`src/rtl/alu_share_arb_if.sv`:
```
// Request/response bundle for the two requesters sharing one ALU.
interface alu_share_arb_if #(
   parameter int unsigned REG_WIDTH = 32,
   parameter int unsigned FUNC_SIZE = 4,
   parameter int unsigned FLAGN     = 3
);
   logic                 req_valid_0;
   logic                 req_valid_1;
   logic                 req_ready_0;
   logic                 req_ready_1;
   logic [FUNC_SIZE-1:0] req_func_0;
   logic [FUNC_SIZE-1:0] req_func_1;
   logic [REG_WIDTH-1:0] req_in1_0;
   logic [REG_WIDTH-1:0] req_in1_1;
   logic [REG_WIDTH-1:0] req_in2_0;
   logic [REG_WIDTH-1:0] req_in2_1;
   logic                 rsp_valid_0;
   logic                 rsp_valid_1;
   logic                 rsp_ready_0;
   logic                 rsp_ready_1;
   logic [REG_WIDTH-1:0] rsp_result_0;
   logic [REG_WIDTH-1:0] rsp_result_1;
   logic [FLAGN-1:0]     rsp_flag_0;
   logic [FLAGN-1:0]     rsp_flag_1;

   // Requester side
   modport master (
      output req_valid_0, req_valid_1, req_func_0, req_func_1,
             req_in1_0, req_in1_1, req_in2_0, req_in2_1,
             rsp_ready_0, rsp_ready_1,
      input  req_ready_0, req_ready_1, rsp_valid_0, rsp_valid_1,
             rsp_result_0, rsp_result_1, rsp_flag_0, rsp_flag_1
   );

   // Arbiter side
   modport slave (
      input  req_valid_0, req_valid_1, req_func_0, req_func_1,
             req_in1_0, req_in1_1, req_in2_0, req_in2_1,
             rsp_ready_0, rsp_ready_1,
      output req_ready_0, req_ready_1, rsp_valid_0, rsp_valid_1,
             rsp_result_0, rsp_result_1, rsp_flag_0, rsp_flag_1
   );
endinterface

```
`src/rtl/alu_share_arb.sv`:
```
// Round-robin sharing of one RV32I ALU between two valid/ready requesters,
// with a registered response slot per port.
module alu_share_arb #(
   parameter int unsigned REG_WIDTH = 32,
   parameter int unsigned FUNC_SIZE = 4,
   parameter int unsigned FLAGN     = 3
) (
   input logic            clk,
   input logic            rst_n,
   alu_share_arb_if.slave bus
);
   localparam int unsigned SHAMT_W = $clog2(REG_WIDTH);

   localparam logic [FUNC_SIZE-1:0] FN_ADD  = FUNC_SIZE'(4'b0000);
   localparam logic [FUNC_SIZE-1:0] FN_SUB  = FUNC_SIZE'(4'b1000);
   localparam logic [FUNC_SIZE-1:0] FN_SLL  = FUNC_SIZE'(4'b0001);
   localparam logic [FUNC_SIZE-1:0] FN_SLT  = FUNC_SIZE'(4'b0010);
   localparam logic [FUNC_SIZE-1:0] FN_SLTU = FUNC_SIZE'(4'b0011);
   localparam logic [FUNC_SIZE-1:0] FN_XOR  = FUNC_SIZE'(4'b0100);
   localparam logic [FUNC_SIZE-1:0] FN_SRL  = FUNC_SIZE'(4'b0101);
   localparam logic [FUNC_SIZE-1:0] FN_SRA  = FUNC_SIZE'(4'b1101);
   localparam logic [FUNC_SIZE-1:0] FN_OR   = FUNC_SIZE'(4'b0110);
   localparam logic [FUNC_SIZE-1:0] FN_AND  = FUNC_SIZE'(4'b0111);

   logic                 cand_0, cand_1;
   logic                 grant_0, grant_1;
   logic                 last_grant;      // 1: port 1 won the last grant

   logic [FUNC_SIZE-1:0] op_func;
   logic [REG_WIDTH-1:0] op_in1, op_in2;
   logic [SHAMT_W-1:0]   shamt;
   logic                 eq, ltu, lt;
   logic [REG_WIDTH-1:0] alu_result;
   logic [FLAGN-1:0]     alu_flag;

   logic                 valid_0, valid_1;
   logic [REG_WIDTH-1:0] result_0, result_1;
   logic [FLAGN-1:0]     flag_0, flag_1;

   // Eligibility and round-robin grant; nothing is granted while in reset
   always_comb begin
      cand_0  = bus.req_valid_0 && (!valid_0 || bus.rsp_ready_0);
      cand_1  = bus.req_valid_1 && (!valid_1 || bus.rsp_ready_1);
      grant_0 = 1'b0;
      grant_1 = 1'b0;
      if (rst_n) begin
         if (cand_0 && cand_1) begin
            grant_0 = last_grant;
            grant_1 = !last_grant;
         end else begin
            grant_0 = cand_0;
            grant_1 = cand_1;
         end
      end
   end

   // Operand mux; defaults to port 0 when idle
   always_comb begin
      op_func = grant_1 ? bus.req_func_1 : bus.req_func_0;
      op_in1  = grant_1 ? bus.req_in1_1  : bus.req_in1_0;
      op_in2  = grant_1 ? bus.req_in2_1  : bus.req_in2_0;
   end

   // Shared ALU: result by function code, flags always from the operands
   always_comb begin
      alu_result = '0;
      shamt      = op_in2[SHAMT_W-1:0];
      eq         = (op_in1 == op_in2);
      ltu        = (op_in1 < op_in2);
      lt         = ($signed(op_in1) < $signed(op_in2));
      alu_flag   = FLAGN'({eq, ltu, lt});
      case (op_func)
         FN_ADD:  alu_result = op_in1 + op_in2;
         FN_SUB:  alu_result = op_in1 - op_in2;
         FN_SLL:  alu_result = op_in1 << shamt;
         FN_SLT:  alu_result = REG_WIDTH'(lt);
         FN_SLTU: alu_result = REG_WIDTH'(ltu);
         FN_XOR:  alu_result = op_in1 ^ op_in2;
         FN_SRL:  alu_result = op_in1 >> shamt;
         FN_SRA:  alu_result = REG_WIDTH'($signed(op_in1) >>> shamt);
         FN_OR:   alu_result = op_in1 | op_in2;
         FN_AND:  alu_result = op_in1 & op_in2;
         default: alu_result = '0;
      endcase
   end

   // Response slots and round-robin pointer
   always_ff @(posedge clk) begin
      if (!rst_n) begin
         valid_0    <= 1'b0;
         valid_1    <= 1'b0;
         result_0   <= '0;
         result_1   <= '0;
         flag_0     <= '0;
         flag_1     <= '0;
         last_grant <= 1'b1;
      end else begin
         if (grant_0) begin
            valid_0  <= 1'b1;
            result_0 <= alu_result;
            flag_0   <= alu_flag;
         end else if (bus.rsp_ready_0) begin
            valid_0  <= 1'b0;
         end
         if (grant_1) begin
            valid_1  <= 1'b1;
            result_1 <= alu_result;
            flag_1   <= alu_flag;
         end else if (bus.rsp_ready_1) begin
            valid_1  <= 1'b0;
         end
         if (grant_0) begin
            last_grant <= 1'b0;
         end else if (grant_1) begin
            last_grant <= 1'b1;
         end
      end
   end

   assign bus.req_ready_0  = grant_0;
   assign bus.req_ready_1  = grant_1;
   assign bus.rsp_valid_0  = valid_0;
   assign bus.rsp_valid_1  = valid_1;
   assign bus.rsp_result_0 = result_0;
   assign bus.rsp_result_1 = result_1;
   assign bus.rsp_flag_0   = flag_0;
   assign bus.rsp_flag_1   = flag_1;
endmodule
```
`src/flat_wrapper.sv`:
```
// flat-port wrapper written by rule: the top's interface ports become plain ports
module alu_share_arb_flat 
#(
   parameter int unsigned REG_WIDTH = 32,
   parameter int unsigned FUNC_SIZE = 4,
   parameter int unsigned FLAGN     = 3
)
  (clk, rst_n, bus_req_valid_0, bus_req_valid_1, bus_req_func_0, bus_req_func_1, bus_req_in1_0, bus_req_in1_1, bus_req_in2_0, bus_req_in2_1, bus_rsp_ready_0, bus_rsp_ready_1, bus_req_ready_0, bus_req_ready_1, bus_rsp_valid_0, bus_rsp_valid_1, bus_rsp_result_0, bus_rsp_result_1, bus_rsp_flag_0, bus_rsp_flag_1);
  alu_share_arb_if #(.REG_WIDTH(REG_WIDTH), .FUNC_SIZE(FUNC_SIZE), .FLAGN(FLAGN)) bus_i ();
  input logic clk;
  input logic rst_n;
  input wire logic [$bits(bus_i.req_valid_0)-1:0] bus_req_valid_0;
  input wire logic [$bits(bus_i.req_valid_1)-1:0] bus_req_valid_1;
  input wire logic [$bits(bus_i.req_func_0)-1:0] bus_req_func_0;
  input wire logic [$bits(bus_i.req_func_1)-1:0] bus_req_func_1;
  input wire logic [$bits(bus_i.req_in1_0)-1:0] bus_req_in1_0;
  input wire logic [$bits(bus_i.req_in1_1)-1:0] bus_req_in1_1;
  input wire logic [$bits(bus_i.req_in2_0)-1:0] bus_req_in2_0;
  input wire logic [$bits(bus_i.req_in2_1)-1:0] bus_req_in2_1;
  input wire logic [$bits(bus_i.rsp_ready_0)-1:0] bus_rsp_ready_0;
  input wire logic [$bits(bus_i.rsp_ready_1)-1:0] bus_rsp_ready_1;
  output wire logic [$bits(bus_i.req_ready_0)-1:0] bus_req_ready_0;
  output wire logic [$bits(bus_i.req_ready_1)-1:0] bus_req_ready_1;
  output wire logic [$bits(bus_i.rsp_valid_0)-1:0] bus_rsp_valid_0;
  output wire logic [$bits(bus_i.rsp_valid_1)-1:0] bus_rsp_valid_1;
  output wire logic [$bits(bus_i.rsp_result_0)-1:0] bus_rsp_result_0;
  output wire logic [$bits(bus_i.rsp_result_1)-1:0] bus_rsp_result_1;
  output wire logic [$bits(bus_i.rsp_flag_0)-1:0] bus_rsp_flag_0;
  output wire logic [$bits(bus_i.rsp_flag_1)-1:0] bus_rsp_flag_1;
  assign bus_i.req_valid_0 = bus_req_valid_0;
  assign bus_i.req_valid_1 = bus_req_valid_1;
  assign bus_i.req_func_0 = bus_req_func_0;
  assign bus_i.req_func_1 = bus_req_func_1;
  assign bus_i.req_in1_0 = bus_req_in1_0;
  assign bus_i.req_in1_1 = bus_req_in1_1;
  assign bus_i.req_in2_0 = bus_req_in2_0;
  assign bus_i.req_in2_1 = bus_req_in2_1;
  assign bus_i.rsp_ready_0 = bus_rsp_ready_0;
  assign bus_i.rsp_ready_1 = bus_rsp_ready_1;
  assign bus_req_ready_0 = bus_i.req_ready_0;
  assign bus_req_ready_1 = bus_i.req_ready_1;
  assign bus_rsp_valid_0 = bus_i.rsp_valid_0;
  assign bus_rsp_valid_1 = bus_i.rsp_valid_1;
  assign bus_rsp_result_0 = bus_i.rsp_result_0;
  assign bus_rsp_result_1 = bus_i.rsp_result_1;
  assign bus_rsp_flag_0 = bus_i.rsp_flag_0;
  assign bus_rsp_flag_1 = bus_i.rsp_flag_1;
  alu_share_arb #(.REG_WIDTH(REG_WIDTH), .FUNC_SIZE(FUNC_SIZE), .FLAGN(FLAGN)) u_core (.clk(clk), .rst_n(rst_n), .bus(bus_i));
endmodule
```
`config.mk`:
```
export PLATFORM = sky130hd
export DESIGN_NAME = alu_share_arb_flat
export DESIGN_NICKNAME = d
export VERILOG_FILES = /design/src/rtl/alu_share_arb_if.sv /design/src/rtl/alu_share_arb.sv /design/src/flat_wrapper.sv
export SDC_FILE = /design/constraint.sdc
export NUM_CORES = 1
export LEC_CHECK = 0
export CAP_MARGIN = 15
export CELL_PAD_IN_SITES_DETAIL_PLACEMENT = 0
export CELL_PAD_IN_SITES_GLOBAL_PLACEMENT = 1
export CORE_MARGIN = 8
export CORE_UTILIZATION = 37
export DETAILED_ROUTE_END_ITERATION = 16
export PLACE_DENSITY_LB_ADDON = 0.3
export SYNTH_ARGS = -nofsm -noshare
export SYNTH_HDL_FRONTEND = slang
export SYNTH_SLANG_ARGS = --single-unit
```
`constraint.sdc`:
```
create_clock -name clk -period 6.22 [get_ports clk]
set_input_delay 1.555 -clock clk [delete_from_list [all_inputs] [get_ports clk]]
set_output_delay 1.555 -clock clk [all_outputs]
set_load 0.02 [all_outputs]
```
# After elaboration in Yosys (flattened, before gate mapping)
# Cells that the tools add are included.
# totals
regBits	73
output_inout_bits	74
# op_classes
add_sub_neg	2
n_lt_le_gt_ge	2
eq_ne	10
shifts	3
mux	14
n_bitwise	3
n_reduce_logical	12
# op_table
operator	count
$pmux 32 s10	1
$lt 32x32->1	2
$mux 32	2
$add 32x32->32	1
$and 32x32->32	1
$eq 32x32->1	1
$or 32x32->32	1
$shl 32x5->32	1
$shr 32x5->32	1
$sshr 32x5->32	1
$sub 32x32->32	1
$xor 32x32->32	1
$eq 4x3->1 const B	4
$mux 1	10
$eq 4x2->1 const B	2
$eq 4x4->1 const B	2
$reduce_bool 2->1	3
$eq 4x1->1 const B	1
$logic_not 4->1	1
$mux 4	1
$logic_and 1x1->1	3
$logic_not 1->1	3
$logic_or 1x1->1	2

# Depth between registers and ports, before layout
# Gate-level depths: netlist of run 1.
# depth
word_depth	9
mapped_depth	24

# Worst setup path after synthesis of run 1
# No wires, ideal clock.
# synth_path
path_kind	input port to flip-flop
startpoint	input port bus_rsp_ready_1
endpoint	register u_core.result_1[21] (netlist: u_core.bus.rsp_result_1[21])
setup_time_ps	115
arrival_time_ps	6066
required_ps	6105
path_slack_ps	39
path_stages	22
path_buffers	5
path_cell_list	nand2b_2 -> o211a_4 -> nand2_2 -> inv_2 -> buf_2 -> buf_2 -> buf_1 -> clkbuf_1 -> clkbuf_1 -> nand2_1 -> nand2_1 -> ha_1 -> or3_1 -> o221a_2 -> and3_1 -> a31oi_1 -> o21ai_0 -> and2_1 -> a2bb2oi_1 -> a21oi_1 -> a2111o_1 -> o21ba_2
# synth_between
elab_chain_len	8
# synth_lines
item	line_no	rtl
start: declaration	flat_wrapper.sv:21	input wire logic [$bits(bus_i.rsp_ready_1)-1:0] bus_rsp_ready_1;
$logic_or 1x1->1 (*)	alu_share_arb.sv:43	cand_1 = bus.req_valid_1 && (!valid_1 || bus.rsp_ready_1);
$logic_and 1x1->1 (*)	alu_share_arb.sv:43	
$logic_and 1x1->1	alu_share_arb.sv:47	if (cand_0 && cand_1) begin
$mux 1 (*)	alu_share_arb.sv:47	
$mux 1 (*)	alu_share_arb.sv:46	if (rst_n) begin
named net bus_req_ready_1	flat_wrapper.sv:23	output wire logic [$bits(bus_i.req_ready_1)-1:0] bus_req_ready_1;
$mux 32, or another cell as far along	alu_share_arb.sv:60	op_in1 = grant_1 ? bus.req_in1_1 : bus.req_in1_0;
$sub 32x32->32, or another cell as far along	alu_share_arb.sv:74	FN_SUB: alu_result = op_in1 - op_in2;
$pmux 32 s10	alu_share_arb.sv:72	case (op_func)
end signal: assignment	alu_share_arb.sv:107	result_1 <= alu_result;
end: declaration	alu_share_arb.sv:37	logic [REG_WIDTH-1:0] result_0, result_1;
# The timed path passes the listed nets; every way through them passes the cells marked *.
# A chain may end at the register's enable or synchronous reset.

# Worst setup path in the final report of run 1
# layout_path
startpoint	input port bus_req_valid_0
endpoint	register u_core.result_1[23] (netlist: u_core.bus.rsp_result_1[23])
# layout_between
elab_chain_len	7
# layout_lines
item	line_no	rtl
start: declaration	flat_wrapper.sv:12	input wire logic [$bits(bus_i.req_valid_0)-1:0] bus_req_valid_0;
$logic_and 1x1->1 (*)	alu_share_arb.sv:42	cand_0 = bus.req_valid_0 && (!valid_0 || bus.rsp_ready_0);
$logic_and 1x1->1 (*)	alu_share_arb.sv:47	
$mux 1 (*)	alu_share_arb.sv:47	
$mux 1 (*)	alu_share_arb.sv:46	
$mux 32, or another cell as far along	alu_share_arb.sv:60	
$sub 32x32->32, or another cell as far along	alu_share_arb.sv:74	
$pmux 32 s10	alu_share_arb.sv:72	
# Mark *: on every way between the ends. The rest lies on a longest branch, timed or not.

==> results of run 1 <==
cells by family (layout without fill, tap and decap cells):
family	Yosys count	in the layout	synth area share, %
compound gates	821	821	37.69
simple gates	779	779	24.30
buf+inv	293	592	8.104
mux	135	135	11.30
fa+ha+maj	99	99	8.320
flops	73	73	9.699
xor+xnor	10	10	0.5812
sequential cells by signal, summed over array words and instances, names as in the netlist:
signal and cells:
u_core.bus.rsp_flag_0 3, u_core.bus.rsp_flag_1 3, u_core.bus.rsp_result_0 32, u_core.bus.rsp_result_1 32, u_core.bus.rsp_valid_0 1, u_core.bus.rsp_valid_1 1, u_core.last_grant 1
worst max-delay path, stage by stage:
cell             delay, ps
clkdlybuf4s50_1        550
nand2_2                120
o211a_4                270
nand2_4                160
buf_12                 270
mux2i_2                520
ha_1                   350
or3_1                  350
o221a_2                270
and3_1                 180
a31oi_1                200
buf_4                  190
o21ai_0                120
o31ai_1                310
o22ai_1                130
o21ai_0                240
o2111ai_1              230
o21ba_2                250
worst max-delay path by stage:
| stage | startpoint | to | cells after the start |
|---|---|---|---|
| finish | bus_req_valid_0 | u_core.bus.rsp_result_1[23]$_SDFFE_PN0N_ | 18 |
| global route | bus_req_valid_0 | u_core.bus.rsp_result_1[30]$_SDFFE_PN0N_ | 18 |
| CTS | bus_req_valid_0 | u_core.bus.rsp_result_1[23]$_SDFFE_PN0N_ | 18 |
| detailed placement | bus_req_valid_0 | u_core.bus.rsp_result_1[23]$_SDFFE_PN0N_ | 18 |
| global placement | bus_req_valid_0 | u_core.bus.rsp_result_1[20]$_SDFFE_PN0N_ | 16 |
| floorplan | bus_rsp_ready_1 | u_core.bus.rsp_result_1[21]$_SDFFE_PN0N_ | 22 |
cell usage after synthesis, drive strengths merged, types with 26 or more instances:
| master | instances | area share, % |
|---|---|---|
| clkbuf | 83 | 2.1 |
| a221oi | 50 | 3.0 |
| a31oi | 40 | 1.7 |
| mux2i | 79 | 5.2 |
| nor3 | 51 | 1.7 |
| o21ai | 171 | 5.7 |
| dfxtp | 73 | 9.7 |
| buf | 99 | 3.3 |
| a21oi | 180 | 6.0 |
| nand4 | 28 | 1.2 |
| o31ai | 30 | 1.6 |
| and3 | 27 | 1.2 |
| nand3 | 97 | 3.3 |
| o211ai | 36 | 2.0 |
| mux2 | 31 | 2.3 |
| o221ai | 27 | 1.6 |
| ha | 97 | 8.1 |
| a211oi | 45 | 2.2 |
| nor2 | 123 | 3.1 |
| nand2 | 321 | 8.0 |
| inv | 108 | 2.7 |
| a21o | 26 | 1.3 |
| nor2b | 41 | 1.8 |
power by group through the flow:
stage	logic (mW)	clock network, mW	registers [mW]
CTS	2.35	0.508	0.549
floorplan	1.18	0	0.614
finish	2.42	0.500	0.550
detailed placement	2.34	0	0.559
global placement	2.34	0	0.557
global route	2.55	0.531	0.555
what timing repair did:
item | CTS | global route
gates resized for setup | 0 | 1
hold endpoints to repair | 0 | 0
endpoints found under the setup margin | 0 | 1
hold buffers | 0 | 0
cell type report:
cell class / instances / area (um^2)
Sequential cell: 73 / 1461
Timing Repair Buffer: 465 / 4119
Inverter: 111 / 419.2
Fill cell: 4252 / 21160
Clock buffer: 9 / 225.2
Multi-Input combinational cell: 1844 / 12440
Clock inverter: 7 / 61.31
Tap cell: 532 / 665.6
stage by stage:
step	std cells	setup slack, ps	util, %
2_1_floorplan	2210	38.90	-
3_3_place_gp	3025	22.76	47.12
3_5_place_dp	3025	-96.06	47.12
4_1_cts	3041	270.4	47.82
5_1_grt	3041	48.65	47.82
6_report	3041	163.7	47.82
metal layers:
metal  wire length (um)  GRT usage, %  vias up
li1                   -             -     8924
met4               5411         18.85        2
met1              37860         49.45     9800
met3               8626         5.215      214
met2              39150         56.90     1306
met5                 12             0        -
==> results.sh, run 1 <==
export IMPL_synth_nets=2451
export IMPL_holdWs_ps=451.7
export IMPL_htreeDepth=3
export IMPL_hold_start="u_core.bus.rsp_result_0[14]$_SDFFE_PN0P_"
export IMPL_first_iter_violations=2754
export IMPL_worstMarginPinSlew_ps=1092
export IMPL_cts_root_buf="clkbuf_16"
export IMPL_fin_worst_skew_ps=5.579
export IMPL_setup_viol=0
export IMPL_die_width_um=217.8
export IMPL_grt_pass1_wl_um=132900
export IMPL_viasPerCell=6.658
export IMPL_synth_ff_type="dfxtp_1"
export IMPL_dieArea_mm2=0.04744
export IMPL_numPortBuffers=215
export IMPL_p_leak_nw=8.141
export IMPL_whs_path_depth=2
export IMPL_critPathRequiredTime_ps=6460
export IMPL_grt_setup_unrepaired="false"
export IMPL_p_sw_share_pct=50.44
export IMPL_grt_max_degree=75
export IMPL_layout_commonest_cell="nand2_1"
export IMPL_initial_utilization_pct=37.16
export IMPL_clk_pin_slew_worst_paths_ps=60
export IMPL_pwr_share_seq_pct=15.8
export IMPL_crit_path_max_fanout=48
export IMPL_ys_seq_area_share_pct=9.699
export IMPL_gr_usage_all_layers_pct=36.84
export IMPL_wirelength_um=91070
export IMPL_internal_power_mw=1.722
export IMPL_yosys_warnings=0
export IMPL_slew_violations=0
export IMPL_period_minus_slack_ps=6056
export IMPL_synth_distinct_cells=98
export IMPL_timing_setup_tns_ps=0
export IMPL_fin_crit_sh_pct=97.37
export IMPL_routedWlPerCell_um=29.95
export IMPL_rrSetupSlack_ps=1510
export IMPL_fmax_ghz=0.1651
export IMPL_r2r_start="u_core.last_grant$_SDFFE_PN1P_"
export IMPL_crit_arrival_ps=6300
export IMPL_final_cell_mix="nand2_1, buf_4, clkdlybuf4s50_1, a21oi_1, o21ai_0"
export IMPL_antenna_found_initial=1
export IMPL_pwr_share_comb_pct=69.8
export IMPL_postPlaceCellArea_mm2=0.01911
export IMPL_cts_buffer_depth=2
export IMPL_avgSynthCellArea_um2=6.818
export IMPL_r2r_cells=17
export IMPL_min_to="u_core.bus.rsp_result_0[14]$_SDFFE_PN0P_"
export IMPL_grt_pass1_vias=19370
export IMPL_async_flop_share_pct=0
export IMPL_rr_endpoint="u_core.bus.rsp_result_1[23]$_SDFFE_PN0N_"
export IMPL_maxCapViolCount=0
export IMPL_synth_edff_count=0
export IMPL_fin_area_mm2=0.01939
export IMPL_relSlewSlack_pct=26.42
export IMPL_coreArea_mm2=0.04055
export IMPL_clk_latency_ps=350
export IMPL_power_frac_clock_pct=14.4
export IMPL_netlist_instances=2210
export IMPL_place_gp_congestion=1.048
export IMPL_ios=216
export IMPL_irDropWorstVdd_mv=0.1517
export IMPL_clock_sinks=73
export IMPL_cp_start_kind="input pin"
export IMPL_worstSetupEndpointType="flop"
export IMPL_die_y_um=217.8
export IMPL_ys_seq_elements=73
export IMPL_totalPowerFinal_mw=3.474
export IMPL_drtPass1Iterations=6
export IMPL_nNetsFinal=2745
export IMPL_diodes=0
export IMPL_switchingPower_mw=1.753
export IMPL_crit_type="input pin to flop"
export IMPL_power_density_mw_per_mm2=179.2
export IMPL_hpwl_um=73410
export IMPL_numCtsBuffers=9
export IMPL_finalHoldViolations=0
export IMPL_std_cell_rows=74
export IMPL_cts_tree="done"
export IMPL_area_growth_pct=28.71
export IMPL_overflow=0
export IMPL_synth_area_mm2=0.01507
export IMPL_status="finished, final reports clean"
export IMPL_drc=0
export IMPL_dr_total_vias=20250
export IMPL_drive_gt1_share_pct=15.82
export IMPL_hp_class="flop to flop"
export IMPL_post_cts_buffers=0
export IMPL_antenna_left=0
Note: power is estimated with default switching activity, not from simulation.
==> inputs of run 2 (changes only) <==
--- a/config.mk
+++ b/config.mk
@@ -5,7 +5,6 @@
 export SDC_FILE = /design/constraint.sdc
 export NUM_CORES = 1
 export LEC_CHECK = 0
-export CAP_MARGIN = 15
 export CELL_PAD_IN_SITES_DETAIL_PLACEMENT = 0
 export CELL_PAD_IN_SITES_GLOBAL_PLACEMENT = 1
 export CORE_MARGIN = 8
==> results of run 2 <==
Same layout as run 1: the final DEF is identical, and so are final timing and power.
